File: src/rtl/add_share_arb_pkg.sv
// Shared types and constants for the two-requester shared adder.
package add_share_arb_pkg;

    localparam int ASA_WIDTH = 32;

    typedef enum logic [1:0] {
        ST_IDLE = 2'd0,
        ST_EXEC = 2'd1,
        ST_RESP = 2'd2
    } asa_state_t;

endpackage

File: src/rtl/add_share_arb_fa.sv
// Dataflow full adder: {o_cout, o_sum} = i_a + i_b + i_cin, carry kept.
module add_share_arb_fa
    import add_share_arb_pkg::*;
#(
    parameter int WIDTH = ASA_WIDTH
) (
    input  logic [WIDTH-1:0] i_a,
    input  logic [WIDTH-1:0] i_b,
    input  logic             i_cin,
    output logic [WIDTH-1:0] o_sum,
    output logic             o_cout
);

    logic [WIDTH:0] w_full;

    // Widen every operand by one bit so the carry-out is never truncated.
    assign w_full = {1'b0, i_a} + {1'b0, i_b} + {{WIDTH{1'b0}}, i_cin};
    assign o_sum  = w_full[WIDTH-1:0];
    assign o_cout = w_full[WIDTH];

endmodule

File: src/rtl/add_share_arb.sv
// Two requesters share one adder through a round-robin arbiter.
// Each requester owns a carry register usable as carry-in for chained adds.
//
// state   | meaning
// --------+-----------------------------------------------------------
// IDLE    | arbitrate; req_ready shows the winner, accept latches operands
// EXEC    | adder evaluates latched operands; result registered
// RESP    | rsp_valid high, result held until rsp_ready; carry stored
module add_share_arb
    import add_share_arb_pkg::*;
#(
    parameter int WIDTH = ASA_WIDTH
) (
    input  logic               clk,
    input  logic               rst_n,
    input  logic [1:0]         req_valid,
    output logic [1:0]         req_ready,
    input  logic [2*WIDTH-1:0] req_In1,
    input  logic [2*WIDTH-1:0] req_In2,
    input  logic [1:0]         req_Cin,
    input  logic [1:0]         req_chain,
    output logic               rsp_valid,
    input  logic               rsp_ready,
    output logic               rsp_id,
    output logic [WIDTH-1:0]   rsp_Sum,
    output logic               rsp_Cout
);

    asa_state_t       r_state;
    asa_state_t       w_state_nxt;

    logic [WIDTH-1:0] r_in1;
    logic [WIDTH-1:0] r_in2;
    logic             r_cin;
    logic             r_id;
    logic             r_last_grant;
    logic [1:0]       r_carry;
    logic [WIDTH-1:0] r_sum;
    logic             r_cout;

    logic [1:0]       w_grant;
    logic             w_win;
    logic             w_accept;
    logic             w_cin_eff;
    logic [WIDTH-1:0] w_in1_sel;
    logic [WIDTH-1:0] w_in2_sel;
    logic [WIDTH-1:0] w_sum;
    logic             w_cout;

    // Round-robin pick among valid requesters; only offered in IDLE out of reset.
    always_comb begin
        w_grant = 2'b00;
        w_win   = 1'b0;
        if (rst_n && (r_state == ST_IDLE)) begin
            unique case (req_valid)
                2'b01: begin
                    w_win   = 1'b0;
                    w_grant = 2'b01;
                end
                2'b10: begin
                    w_win   = 1'b1;
                    w_grant = 2'b10;
                end
                2'b11: begin
                    w_win   = ~r_last_grant;
                    w_grant = r_last_grant ? 2'b01 : 2'b10;
                end
                default: begin
                    w_win   = 1'b0;
                    w_grant = 2'b00;
                end
            endcase
        end
    end

    assign w_accept  = |w_grant;
    assign w_in1_sel = w_win ? req_In1[2*WIDTH-1:WIDTH] : req_In1[WIDTH-1:0];
    assign w_in2_sel = w_win ? req_In2[2*WIDTH-1:WIDTH] : req_In2[WIDTH-1:0];
    assign w_cin_eff = req_chain[w_win] ? r_carry[w_win] : req_Cin[w_win];

    add_share_arb_fa #(
        .WIDTH (WIDTH)
    ) u_fa (
        .i_a    (r_in1),
        .i_b    (r_in2),
        .i_cin  (r_cin),
        .o_sum  (w_sum),
        .o_cout (w_cout)
    );

    // State register.
    always_ff @(posedge clk) begin
        if (!rst_n) begin
            r_state <= ST_IDLE;
        end else begin
            r_state <= w_state_nxt;
        end
    end

    // Next-state: one operation in flight, response held under backpressure.
    always_comb begin
        w_state_nxt = r_state;
        unique case (r_state)
            ST_IDLE: if (w_accept)  w_state_nxt = ST_EXEC;
            ST_EXEC:                w_state_nxt = ST_RESP;
            ST_RESP: if (rsp_ready) w_state_nxt = ST_IDLE;
            default:                w_state_nxt = ST_IDLE;
        endcase
    end

    // Operand capture on accept, result capture in EXEC, carry write on handoff.
    always_ff @(posedge clk) begin
        if (!rst_n) begin
            r_in1        <= '0;
            r_in2        <= '0;
            r_cin        <= 1'b0;
            r_id         <= 1'b0;
            r_last_grant <= 1'b1;
            r_carry      <= 2'b00;
            r_sum        <= '0;
            r_cout       <= 1'b0;
        end else begin
            if ((r_state == ST_IDLE) && w_accept) begin
                r_in1        <= w_in1_sel;
                r_in2        <= w_in2_sel;
                r_cin        <= w_cin_eff;
                r_id         <= w_win;
                r_last_grant <= w_win;
            end
            if (r_state == ST_EXEC) begin
                r_sum  <= w_sum;
                r_cout <= w_cout;
            end
            if ((r_state == ST_RESP) && rsp_ready) begin
                r_carry[r_id] <= r_cout;
            end
        end
    end

    assign req_ready = w_grant;
    assign rsp_valid = (r_state == ST_RESP);
    assign rsp_id    = r_id;
    assign rsp_Sum   = r_sum;
    assign rsp_Cout  = r_cout;

endmodule

File: config.mk
export PLATFORM = sky130hd
export DESIGN_NAME = add_share_arb
export DESIGN_NICKNAME = d
export VERILOG_FILES = /design/src/rtl/add_share_arb_pkg.sv /design/src/rtl/add_share_arb_fa.sv /design/src/rtl/add_share_arb.sv
export SDC_FILE = /design/constraint.sdc
export NUM_CORES = 1
export LEC_CHECK = 0
export ABC_AREA = 1
export CORE_MARGIN = 5
export CORE_UTILIZATION = 30
export CTS_BUF_LIST = sky130_fd_sc_hd__clkbuf_4 sky130_fd_sc_hd__clkbuf_8
export DETAILED_ROUTE_END_ITERATION = 10
export DONT_BUFFER_PORTS = 1
export MAX_ROUTING_LAYER = met4
export SLEW_MARGIN = 5
export SYNTH_ARGS = -nofsm -noshare
export SYNTH_HDL_FRONTEND = slang
export SYNTH_SLANG_ARGS = --single-unit
File: constraint.sdc
create_clock -name clk -period 2.75 [get_ports clk]
set_clock_uncertainty 0.05 [all_clocks]
set_input_delay 0.55 -clock clk [delete_from_list [all_inputs] [get_ports clk]]
set_output_delay 0.55 -clock clk [all_outputs]
set_load 0.1 [all_outputs]
==> flow_summary.toml <==
[run_status]
result_of_the_run = "finished, final reports clean"

[cts]
cts.clk_slew.worst_paths_ps = 100
cts_max_level = 3
number_of_buffers_on_the_longest_clock_path = 2
clock-root-buffer = "clkbuf_8"
cts.hold.buffers_added = 0
cts_buffers = 9
post_cts_resize_count = 0
cts_tree = "done"
clock_insertion_delay_worst_skew_ps = 390
postCtsSetupBuffers = 0
numClockSinks = 104

[timing]
hold_viol_final = 0
timing.setup.tns_ps = 0
timing.final.max_slew_violations = 0
achievable_clock_frequency_ghz = 0.4053
max-slew-margin-rel = 0.6511
final.min_clock_period_ps = 2467
report.final.setup_viol = 0
setup_repair_after_global_routing_missed_its_margin = "false"
timing.final.crit_share = 0.8972
tightest_slew_ps = 523.4

[logic_synthesis]
synth-edff-count = 0
yosys.cell_types.count = 31
synth_seq_area_share = 0.3160
syn-instance-count = 1071
netlist_area_mm2 = 0.006588
synth_fp_nets = 1241
synthDominantAreaCellType = "dfxtp_1"
synth.top_cell.area_share = 0.3160
synth_most_common_cell = "nand2_1"
avgSynthCellArea_um2 = 6.151
async_set_reset_flop_share_out_of_synthesis = 0
synth_area_leaders = "dfxtp_1, nand2_1, inv_1"
synth.yosys.warnings = 0
main_flop_type_after_synthesis = "dfxtp_1"
yosys_register_bits = 104
yosys-top-cells-count = "nand2_1, inv_1, nor2_1, dfxtp_1, a31oi_1"

[critical_path]
worst-r2r-cell-count = 12
worst_path_max_delay_cell = "fa_1"
crit_path_cell_trace = "fa_1, fa_1, nand3_1, nand3_1, nand2_1, nand2_1, nand3_1, nand3_1, nand2_1, nand3_1, nand2_1, inv_1"
r2r_start = "r_in1[0]"
worstSetupPathType = "reg -> reg"
r2r_end = "rsp_Sum[24]"
timing.critical_path.fanout_max = 4
critical_path.endpoint_type = "flip-flop"
worstPathArrival_ps = 2710
ff2ff_setup_slack_ps = 280
worst_path_largest_cell_delay_ps = 520
required_ps = 2990
setup_crit_start_kind = "flip-flop"
most_used_cell_along_the_critical_path = "nand3_1"

[power_and_ir_drop]
total_power_mw = 4.470
vdd_drop_max_uv = 294.6
p_leak_nw = 3.818
power_per_cell_area_mw_per_mm2 = 612.2

[global_route]
groute.usage.overall = 0.1650
antenna_found_initial = 0
grt_first_pass_wirelength_mm = 31.82
grt_pass1_vias = 5965
maximum_number_of_pins_on_one_net_before_global_route_repair = 75
globalRoute.totalOverflow = 0

[cells_and_area]
n_fill_cell = 2472
final_core_utilization = 0.3356
diodes = 0
area_growth_syn_to_layout_pct = 10.83
share_of_final_layout_standard_cells_stronger_than_drive_strength_1 = 0.06440
num-nets-final = 1252

[hold_path]
critical_hold_path_startpoint = "rst_n"
hold_path_end = "r_last_grant"
worstHoldPathCells = 1
hold_path_class = "in -> reg"

[die]
placementRows = 54
chip_height_um = 158.2
floorplan.die.width_um = 158.2
pin_count = 174
full_die_area_mm2 = 0.02502
core_region_area_mm2 = 0.02176
initial_core_util = 0.3028

[detailed_routing]
antenna_violating_nets_post_route = 0
drt_first_pass_iters = 4
avgViaCountPerCell = 4.694
number_of_design_rule_violations_left_by_the_first_detailed_router_iteration = 417
vias = 6417
drc_errors = 0
route.final.wire_length_mm = 19.97
routed_wire_length_per_instance_um = 14.61

[placed_design]
dpl.hpwl_mm = 16.14
io_buffers = 0
routabilityCongestion = 0.9268

[flow_run]
drv_cap = 0
layout by cell type, fill, tap and decap left out, types with 23 or more instances in the layout:
cell and instances:
nand2_1 365, a21oi_1 29, nor2_1 107, a31oi_1 64, o21ai_1 23, ha_1 31, inv_1 150, dfxtp_1 104
nand3_1 46, buf_4 42, o21ai_0 63
flip-flops by register name, indices dropped and copies added, names as in the netlist:
signal and cells:
r_in2 32, rsp_id 1, r_cin 1, r_state 2
r_last_grant 1, rsp_Sum 32, rsp_Cout 1, r_in1 32
r_carry 2
power breakdown:
part | leakage [nW] | switching, mW | internal [mW]
Sequential | 0.857 | 0.118 | 1.69
Combinational | 2.86 | 1.22 | 0.452
Clock | 0.100 | 0.549 | 0.436
final cells by class:
type	instances	area (µm²)	area share
multi-input cells	770	3722	0.5099
repair buffers	45	375.4	0.05141
well taps	280	350.3	0.04799
clock inverters	6	68.82	0.009426
clock buffers	10	131.4	0.01799
inverters	152	570.5	0.07815
flip-flops and latches	104	2082	0.2852
routing by layer:
metal  global-route usage  vias up  part of all wire
met5                    -        -                 0
met4              0.04427        0             0.013
met3              0.01859       18             0.051
met2               0.2331      189              0.42
met1               0.2474     2794              0.52
li1                     -     3416                 -
metrics by stage:
stage	instance area (µm²)	hold WS [ps]	cells	worst slack (ps)
global placement	7101	392.5	1351	369.2
CTS	7301	181.5	1367	276.7
finish	7301	245.7	1367	282.7
detailed placement	7101	405.3	1351	321.6
global route	7301	207.9	1367	51.43
floorplan	6588	379.8	1071	379.4
cells by family after synthesis:
logic type / share of synthesized area
adders and majority gates: 0.06496
muxes: 0.001520
DFF: 0.3160
xor gates and xnor gates: 0.01861
AOI/OAI and AO/OA: 0.1588
and+or+nand+nor: 0.3189
buffers and inverters: 0.1212
worst max path at each step:
stage	slack (ps)	depth (start not counted)	from	to
finish	280	12	r_in1[0]	rsp_Sum[24]
detailed placement	320	12	r_in1[0]	rsp_Sum[24]
floorplan	380	5	r_state[1]	r_carry[1]
global placement	370	12	r_in1[0]	rsp_Sum[24]
global route	50	12	r_in1[0]	rsp_Sum[24]
CTS	280	12	r_in1[0]	rsp_Sum[24]
worst max-delay path, delay by kind of cell (launching register included):
| family | cells | cell delay, ps |
|---|---|---|
| simple gates | 9 | 920 |
| fa+ha+maj | 2 | 1030 |
| flops | 1 | 350 |
| buf+inv | 1 | 30 |
No activity file was read; power rests on OpenSTA's default activity.
